$ cat src/rtl/rxb_burst_collector.sv
// rxb_burst_collector: requests a domain-B burst, packs returned bytes little-endian into 32-bit words, buffers them in a FWFT FIFO
// Ports: clkb/resetb_clkb (async active-low reset); start_clkb trigger; data_req_clkb one-cycle request;
//   data_valid_clkb/dout_clkb byte input; word_valid/ready/data/keep/last_clkb output stream;
//   busy_clkb, done_clkb pulse, sticky timeout_clkb/ovf_clkb/seq_err_clkb.
// Optional: define RXB_SEQ_CHECK_EN to flag bytes that do not increment by 1 (mod 256) within a burst.
module rxb_burst_collector #(
  parameter int BURST_LEN = 21,
  parameter int TIMEOUT = 64,
  parameter int OUT_DEPTH = 4
) (
  input  logic        clkb,
  input  logic        resetb_clkb,
  input  logic        start_clkb,
  output logic        data_req_clkb,
  input  logic        data_valid_clkb,
  input  logic [7:0]  dout_clkb,
  output logic        word_valid_clkb,
  input  logic        word_ready_clkb,
  output logic [31:0] word_data_clkb,
  output logic [3:0]  word_keep_clkb,
  output logic        word_last_clkb,
  output logic        busy_clkb,
  output logic        done_clkb,
  output logic        timeout_clkb,
  output logic        ovf_clkb,
  output logic        seq_err_clkb
);
  localparam logic [1:0] S_IDLE = 2'd0, S_REQ = 2'd1, S_WAIT = 2'd2, S_COLL = 2'd3;
  localparam int CW = $clog2(BURST_LEN + 1);
  localparam int TW = $clog2(TIMEOUT + 1);
  localparam int AW = $clog2(OUT_DEPTH);
  logic [1:0]    state;
  logic [CW-1:0] cnt, cnt_nxt;
  logic [TW-1:0] tmr, tmr_inc;
  logic [1:0]    lane;
  logic [31:0]   pk_data, ins_data;
  logic [3:0]    pk_keep, ins_keep;
  logic          st_vld;
  logic [36:0]   st_word;
  logic [36:0]   mem [OUT_DEPTH];
  logic [AW:0]   wr_ptr, rd_ptr;
  logic          collecting, take, is_last, expire, full, empty, pop, push_ok;
  assign collecting = (state == S_WAIT) || (state == S_COLL);
  assign take       = collecting && data_valid_clkb;
  assign cnt_nxt    = cnt + 1'b1;
  assign is_last    = cnt_nxt == CW'(BURST_LEN);
  assign ins_data   = pk_data | ({24'd0, dout_clkb} << {lane, 3'b000});
  assign ins_keep   = pk_keep | (4'b0001 << lane);
  assign tmr_inc    = (tmr == TW'(TIMEOUT)) ? tmr : tmr + 1'b1;
  assign expire     = collecting && !data_valid_clkb && (tmr_inc == TW'(TIMEOUT));
  assign empty      = wr_ptr == rd_ptr;
  assign full       = (wr_ptr[AW] != rd_ptr[AW]) && (wr_ptr[AW-1:0] == rd_ptr[AW-1:0]);
  assign pop        = !empty && word_ready_clkb;
  // a full FIFO still accepts the staged word when the head leaves in the same cycle
  assign push_ok    = st_vld && (!full || pop);
  assign data_req_clkb   = state == S_REQ;
  assign busy_clkb       = state != S_IDLE;
  assign word_valid_clkb = !empty;
  assign {word_data_clkb, word_keep_clkb, word_last_clkb} = empty ? 37'd0 : mem[rd_ptr[AW-1:0]];
  always_ff @(posedge clkb or negedge resetb_clkb) begin
    if (!resetb_clkb) begin
      state        <= S_IDLE;
      cnt          <= '0;
      tmr          <= '0;
      lane         <= '0;
      pk_data      <= '0;
      pk_keep      <= '0;
      st_vld       <= 1'b0;
      st_word      <= '0;
      wr_ptr       <= '0;
      rd_ptr       <= '0;
      done_clkb    <= 1'b0;
      timeout_clkb <= 1'b0;
      ovf_clkb     <= 1'b0;
    end else begin
      done_clkb <= 1'b0;
      st_vld    <= 1'b0;
      if (state == S_IDLE) begin
        if (start_clkb) begin
          state        <= S_REQ;
          cnt          <= '0;
          tmr          <= '0;
          lane         <= '0;
          pk_data      <= '0;
          pk_keep      <= '0;
          timeout_clkb <= 1'b0;
          ovf_clkb     <= 1'b0;
        end
      end else if (state == S_REQ) begin
        state <= S_WAIT;
      end else if (take) begin
        cnt   <= cnt_nxt;
        lane  <= lane + 2'd1;
        tmr   <= '0;
        state <= is_last ? S_IDLE : S_COLL;
        done_clkb <= is_last;
        // completed words go to a staging register so the packer can take the next byte immediately
        if (lane == 2'd3 || is_last) begin
          st_vld  <= 1'b1;
          st_word <= {ins_data, ins_keep, is_last};
          pk_data <= '0;
          pk_keep <= '0;
        end else begin
          pk_data <= ins_data;
          pk_keep <= ins_keep;
        end
      end else if (expire) begin
        state        <= S_IDLE;
        timeout_clkb <= 1'b1;
        st_vld       <= pk_keep != 4'd0;
        st_word      <= {pk_data, pk_keep, 1'b1};
        pk_data      <= '0;
        pk_keep      <= '0;
      end else begin
        tmr <= tmr_inc;
      end
      if (st_vld && full && !pop) ovf_clkb <= 1'b1;
      if (push_ok) wr_ptr <= wr_ptr + 1'b1;
      if (pop) rd_ptr <= rd_ptr + 1'b1;
    end
  end
  always_ff @(posedge clkb) begin
    if (push_ok) mem[wr_ptr[AW-1:0]] <= st_word;
  end
`ifdef RXB_SEQ_CHECK_EN
  logic [7:0] prev;
  logic       seq_r;
  always_ff @(posedge clkb or negedge resetb_clkb) begin
    if (!resetb_clkb) begin
      prev  <= '0;
      seq_r <= 1'b0;
    end else if (state == S_IDLE && start_clkb) begin
      seq_r <= 1'b0;
    end else if (take) begin
      prev <= dout_clkb;
      if (state == S_COLL && dout_clkb != prev + 8'd1) seq_r <= 1'b1;
    end
  end
  assign seq_err_clkb = seq_r;
`else
  assign seq_err_clkb = 1'b0;
`endif
endmodule

$ cat config.mk
export PLATFORM = sky130hd
export DESIGN_NAME = rxb_burst_collector
export DESIGN_NICKNAME = d
export VERILOG_FILES = /design/src/rtl/rxb_burst_collector.sv
export SDC_FILE = /design/constraint.sdc
export NUM_CORES = 1
export LEC_CHECK = 0
export ABC_AREA = 1
export BUFFER_PORTS_ARGS = -buffer_cell sky130_fd_sc_hd__buf_2
export CORE_MARGIN = 2
export CORE_UTILIZATION = 50
export CTS_CLUSTER_DIAMETER = 200
export DETAILED_ROUTE_END_ITERATION = 8
export GPL_ROUTABILITY_DRIVEN = 0
export GPL_TIMING_DRIVEN = 0
export PLACE_DENSITY_LB_ADDON = 0.25
export SYNTH_ARGS = -nofsm -noshare
export SYNTH_HDL_FRONTEND = slang
export SYNTH_SLANG_ARGS = --single-unit
$ cat constraint.sdc
create_clock -name clkb -period 3.3 [get_ports clkb]
set_clock_uncertainty 0.05 [all_clocks]
set_input_delay 0.165 -clock clkb [delete_from_list [all_inputs] [get_ports clkb]]
set_output_delay 0.165 -clock clkb [all_outputs]
set_load 0.01 [all_outputs]
==> flow_metrics.py, run 1 <==
metrics = {
    "timing": {
        "tightestPinTransition_ns": 0.706,
        "layout_setup_ws_ns": 0.229,
        "setup_viol": 0,
        "relSlewSlack": 0.528,
        "finalWorstPathRequiredPeriod_ns": 3.07,
        "post-route-period-util": 0.931,
        "hold_viol_final": 0,
        "rsz0062_at_grt": "false",
        "fmax_mhz": 326,
        "drv_slew": 0,
    },
    "setup_path": {
        "r2r-start": "rd_ptr[0]",
        "crit_chain": "buf_2, inv_1, clkbuf_1, clkbuf_1, nor2_1, o22ai_1, nand2_1, inv_1, buf_2",
        "crit_start": "rd_ptr[0]",
        "endpoint": "word_data_clkb[21]",
        "end_kind": "output port",
        "critPathKind": "flip-flop to output port",
        "crit_fanout": 10,
        "worstPathRequired_ns": 3.08,
        "critical_path.reg2reg.endpoint": "mem[0][26]",
        "r2r_cells": 6,
        "crit_path_start_kind": "flip-flop",
        "worstPathArrival_ns": 2.86,
        "max_stage_delay_ns": 0.50,
        "regToRegSetupSlack_ns": 0.68,
        "cp_slowest_cell": "clkbuf_1",
    },
    "synthesis": {
        "synth-seq-cells": 247,
        "ys_seq_area_frac": 0.643,
        "synthTopCellsByArea": "edfxtp_1 (41%), dfrtp_1 (23%), nand2_1 (10%), o21ai_0 (5.5%), nand3_1 (4.0%)",
        "synth_fp_nets": 1113,
        "synth_top_family_by_area": "simple AND/OR/NAND/NOR gates",
        "synthAdderAreaFrac": 0.0151,
        "syn-cell-area_um2": 10800,
        "synth_compound_area_frac": 0.0856,
        "yosysTopAreaCell": "edfxtp_1",
        "synth.distinct_cells": 30,
        "ys_warn_count": 0,
        "synth-simple-area-share": 0.183,
        "yosysTopAreaCellShare": 0.413,
        "synth.mux.area_fraction": 0.000931,
        "synth_xor_area_frac": 0.00814,
        "avgSynthCellArea_um2": 9.90,
        "synth_cells": 1087,
    },
    "worst_hold_path": {
        "hold_path.class": "input pin to flip-flop",
    },
    "global_route": {
        "antenna_found_initial": 0,
        "grt_pass1_wl_mm": 37.8,
        "grtUsageTotal": 0.215,
        "grt_pass1_vias": 7225,
        "overflow": 0,
        "grt_max_degree": 69,
    },
    "drt": {
        "final_antenna_net_count": 0,
        "routed_wirelength_mm": 23.8,
        "drc": 0,
        "firstDrtPassIters": 5,
        "vias": 7677,
        "drt_iter0_drc": 602,
        "vias_per_cell": 5.21,
        "wl_per_cell_um": 16.1,
    },
    "die": {
        "placementRows": 53,
        "dieArea_um2": 22700,
        "ios": 57,
        "start_util": 0.510,
        "fp.coreArea_um2": 21100,
        "die_w_um": 151,
        "chipHeight_um": 151,
    },
    "place": {
        "place_hpwl_mm": 16.2,
        "preCtsSetupSlack_ns": 0.646,
        "place_area_um2": 11500,
        "dp.cells": 1422,
        "portBuffers": 55,
    },
    "power": {
        "leakagePower_uw": 0.00556,
        "powerDensity_nw_per_um2": 950,
        "ir_drop_mv": 0.458,
        "totalPowerFinal_uw": 11800,
    },
    "final_layout": {
        "drive_above_1_share": 0.110,
        "n_fill_cell": 1811,
        "fin_cells": 1474,
        "final_area_um2": 12400,
        "final_nets": 1207,
        "n_antenna_cell": 0,
        "syn2layout_area_growth_pct": 15.7,
        "final_core_util": 0.590,
    },
    "clock_tree": {
        "clk_pin_slew_ns": 0.06,
        "ctsHtreeMaxLevel": 1,
        "cts_resized": 0,
        "cts_tree": "yes",
        "cts-buffers-inserted": 25,
        "clk_latency_ns": 0.52,
        "clock-sinks": 247,
        "cts_buffer_depth": 3,
        "cts-root-buf": "clkbuf_16",
    },
    "job": {
        "drv_cap": 0,
    },
    "outcome": {
        "status": "finished, final reports clean",
    },
}
[metal layers]
layer,track usage,share of wire,wire [µm],vias up
met5,0,0,0,-
met4,0.0621,0.019,444,0
met3,0.0248,0.056,1330,37
met2,0.354,0.48,11500,233
met1,0.305,0.44,10500,3608
li1,-,-,-,3799
[area by class of cell]
type                    count  area, µm²  area share
flip-flops and latches    247       6920       0.556
multi-input cells         678       3180       0.256
clock buffers              33        707      0.0568
repair buffers             67        463      0.0372
inverters                 103        387      0.0311
well taps                 275        344      0.0277
plain buffers              59        298      0.0239
clock inverters            12        141      0.0114
[worst min-delay path by stage]
stage | from | to | slack, ns | depth (start not counted)
finish | dout_clkb[6] | pk_data[6] | 0.03 | 5
detailed placement | resetb_clkb | pk_data[16] | 0.09 | 1
floorplan | resetb_clkb | cnt[0] | -0.18 | 0
global route | dout_clkb[1] | pk_data[9] | 0.04 | 5
global placement | pk_data[24] | pk_data[24] | 0.40 | 2
CTS | dout_clkb[1] | pk_data[9] | 0.009 | 5
[cells in the mapped netlist]
master / n
a21o_1: 1
a21oi_1: 14
buf_2: 7
buf_4: 4
buf_6: 7
clkbuf_1: 41
clkinv_1: 3
conb_1: 1
dfrtp_1: 99
edfxtp_1: 148
ha_1: 13
inv_1: 99
inv_2: 1
mux2i_1: 1
nand2_1: 287
nand2_2: 3
nand3_1: 85
nand3_2: 2
nand3_4: 1
nand4_1: 5
nor2_1: 92
nor2_2: 3
nor3_1: 1
o21ai_0: 119
o21ai_1: 1
o21bai_2: 1
o22ai_1: 37
or2_0: 1
xnor2_1: 3
xor2_1: 7
[repair_timing]
action	in CTS	in global routing
setup buffers	0	0
endpoints found under the hold margin	89	0
hold buffers	7	0
[cell usage in the layout (no fill, tap or decap), types with 4 or more instances in the layout]
master           n
buf_4            5
clkinv_2         4
clkbuf_16       26
ha_1            13
buf_2           61
buf_6            7
nand2_1        287
dlygate4sd3_1    7
nor2_4           4
a21oi_1         14
clkinv_1         5
nor2_1          88
inv_1           99
o21ai_0        119
xor2_1           7
dfrtp_1         99
clkbuf_1        45
edfxtp_1       148
nand4_1          5
o22ai_1         37
nand3_1         85
[through the flow]
stage | TNS, ns | hold WS [ns]
6_report | 0 | 0.0307
5_1_grt | 0 | 0.0377
4_1_cts | 0 | 0.00860
3_5_place_dp | 0 | 0.0927
3_3_place_gp | -181.22 | 0.403
2_1_floorplan | 0 | -0.181
[worst max-delay path, delay by kind of cell, from the launching register on]
family                 cells  cell delay, ns
and+or+nand+nor            2            0.17
buffers and inverters      6            1.42
AOI/OAI and AO/OA          1            0.31
DFF                        1            0.45
[sequential cells by signal, indices dropped and copies added, names as in the netlist]
| name | cells |
|---|---|
| mem | 148 |
| timeout_clkb | 1 |
| ovf_clkb | 1 |
| rd_ptr | 3 |
| cnt | 5 |
| lane | 2 |
| pk_keep | 4 |
| done_clkb | 1 |
| st_word | 37 |
| state | 2 |
| tmr | 7 |
| wr_ptr | 3 |
| pk_data | 32 |
| st_vld | 1 |
[report_power, final]
group	internal, µW	switching [µW]	leakage [µW]
logic	1470	2940	0.00246
clock network	1740	1130	0.000413
registers	4100	442	0.00269
[kinds of logic (layout without fill, tap and decap cells)]
| kind of cell | count (synthesis) | count (layout) |
|---|---|---|
| simple gates | 480 | 480 |
| other cells | 1 | 1 |
| compound gates | 173 | 173 |
| fa+ha+maj | 13 | 13 |
| xor+xnor | 10 | 10 |
| mux | 1 | 1 |
| buf+inv | 162 | 274 |
| flops | 247 | 247 |
No activity file was read; power rests on OpenSTA's default activity.
==> inputs of run 2 (changes only) <==
Settings changed: CORE_MARGIN 2 to not set, RECOVER_POWER set to 100.
==> run 2 against run 1 <==
The flow now finishes with violations (max-capacitance violations, max-slew violations). Worst hold slack got worse by 0.0067 ns. Largest cell class unchanged. Clock power fell by 2%. Global-route usage rose by 0.61 points. Core utilization fell by 1.0 points. Count of clock-buffer cells in the layout rose by 5. Total power fell by 2.5%. Register-to-register slack got worse by 0.43 ns. First-iteration DRC count fell by 17%. Sequential power barely moved. Routed wire length fell by 0.63%. Cell count did not move. Setup slack improved by 0.0018 ns.
==> flow_metrics.py, run 2 (synthesized netlist as in run 1, its figures left out) <==
metrics = {
    "setup_path": {
        "worst_path_most_repeated_cell": "clkbuf_1",
        "worstPathArrival_ns": 2.85,
        "end_kind": "output port",
        "crit_chain": "buf_2, inv_1, clkbuf_1, clkbuf_1, nor2_1, o22ai_1, nand2_1, inv_1, clkbuf_1",
        "crit_fanout": 10,
        "cp_slowest_cell": "clkbuf_1",
        "max_stage_delay_ns": 0.49,
        "crit_path_start_kind": "flip-flop",
        "worstPathRequired_ns": 3.08,
        "critPathKind": "flip-flop to output port",
    },
    "clock_tree": {
        "clk_pin_slew_ns": 0.06,
        "cts_tree": "yes",
        "ctsHtreeMaxLevel": 1,
        "cts_resized": 0,
        "cts-root-buf": "clkbuf_16",
        "cts-buffers-inserted": 26,
        "cts_buffer_depth": 3,
        "post_cts_buffers": 0,
        "clk_latency_ns": 0.52,
        "cts_hold_buf": 5,
        "clock-sinks": 247,
    },
    "timing": {
        "setup_viol": 0,
        "rsz0062_at_grt": "false",
        "hold_viol_final": 0,
        "tns_ns": 0,
        "post-route-period-util": 0.930,
        "drv_slew": 38,
        "fmax_mhz": 326,
        "relSlewSlack": -0.403,
        "finalWorstPathRequiredPeriod_ns": 3.07,
        "tightestPinTransition_ns": 2.10,
    },
    "worst_hold_path": {
        "hold_path.class": "input pin to flip-flop",
    },
    "drt": {
        "drt_iter0_drc": 502,
        "routed_wirelength_mm": 23.7,
        "vias_per_cell": 5.20,
        "firstDrtPassIters": 5,
        "drc": 0,
        "wl_per_cell_um": 16.0,
        "final_antenna_net_count": 0,
        "vias": 7670,
    },
    "final_layout": {
        "multi_input_area_um2": 3130,
        "n_fill_cell": 1871,
        "regArea_um2": 6920,
        "syn2layout_area_growth_pct": 13.7,
        "final_nets": 1206,
        "layout_commonest_cell": "nand2_1",
        "largest_reg_flops": 148,
        "layout_common_cells": "nand2_1 (290), edfxtp_1 (148), o21ai_0 (119)",
        "n_antenna_cell": 0,
        "drive_above_1_share": 0.0575,
    },
    "die": {
        "die_w_um": 149,
        "fp.coreArea_um2": 21100,
        "ios": 57,
        "placementRows": 53,
        "start_util": 0.510,
        "chipHeight_um": 149,
        "dieArea_um2": 22100,
    },
    "power": {
        "powerDensity_nw_per_um2": 943,
        "leakagePower_uw": 0.00537,
        "totalPowerFinal_uw": 11500,
        "ir_drop_mv": 0.463,
    },
    "global_route": {
        "grtUsageTotal": 0.221,
        "grt_pass1_vias": 7125,
        "grt_max_degree": 63,
        "antenna_found_initial": 0,
        "grt_pass1_wl_mm": 37.7,
        "overflow": 0,
    },
    "job": {
        "drv_cap": 1,
    },
    "place": {
        "place_hpwl_mm": 16.0,
        "portBuffers": 55,
    },
    "outcome": {
        "status": "finished with violations",
        "violations": "max-capacitance violations, max-slew violations",
    },
}
## run 2: worst paths after layout
check	from	to	slack, ns	cells after the start
worst max register to register	rd_ptr[0]	mem[0][17]	0.25	6
max in group asynchronous	resetb_clkb	lane[1]	1.25	2
min in group asynchronous	resetb_clkb	pk_data[10]	0.74	2
worst min-delay path	dout_clkb[0]	pk_data[0]	0.02	5
worst min register to register	pk_data[10]	pk_data[10]	0.42	2
worst max-delay path	rd_ptr[0]	word_data_clkb[20]	0.23	9
## run 2: area by class of cell
| type | instances | area share |
|---|---|---|
| multi-input combinational | 678 | 0.256 |
| sequential | 247 | 0.566 |
| timing repair buffer | 65 | 0.0300 |
| tap | 275 | 0.0281 |
| inverter | 103 | 0.0316 |
| clock buffer | 38 | 0.0595 |
| buffer | 59 | 0.0205 |
| clock inverter | 9 | 0.00798 |
## run 2: layer usage
layer / GRT usage / vias to the layer above / wire, µm / part of all wire
met5: 0 / - / 0 / 0
met4: 0.0552 / 0 / 363 / 0.015
met3: 0.0270 / 30 / 1200 / 0.051
met2: 0.369 / 200 / 11500 / 0.49
met1: 0.308 / 3639 / 10600 / 0.45
li1: - / 3801 / - / -
## run 2: worst max-delay path: cells and delay by family, from the launching register on
kind                   cells  cell delay (ns)
AO/OA/AOI/OAI              1             0.29
AND/OR/NAND/NOR            2             0.18
buffers and inverters      6             1.41
flip-flops                 1             0.45
## run 2: per-stage QoR
step | cells | util | area (µm²) | setup WS [ns] | hold slack (ns)
after global routing | 1474 | 0.580 | 12200 | 0.0953 | 0.0329
after floorplan | 1087 | - | 10800 | 0.237 | -0.181
final | 1474 | 0.580 | 12200 | 0.231 | 0.0240
after global placement | 1417 | 0.539 | 11400 | -1.28 | 0.403
after detailed placement | 1422 | 0.546 | 11500 | 0.678 | 0.126
after CTS | 1474 | 0.588 | 12400 | 0.226 | 0.00434
## run 2: where the power goes
part | total (µW) | leakage (µW) | switching (µW) | internal, µW
Combinational | 4190 | 0.00228 | 2920 | 1280
Clock | 2800 | 0.000395 | 1120 | 1680
Sequential | 4540 | 0.00269 | 441 | 4100
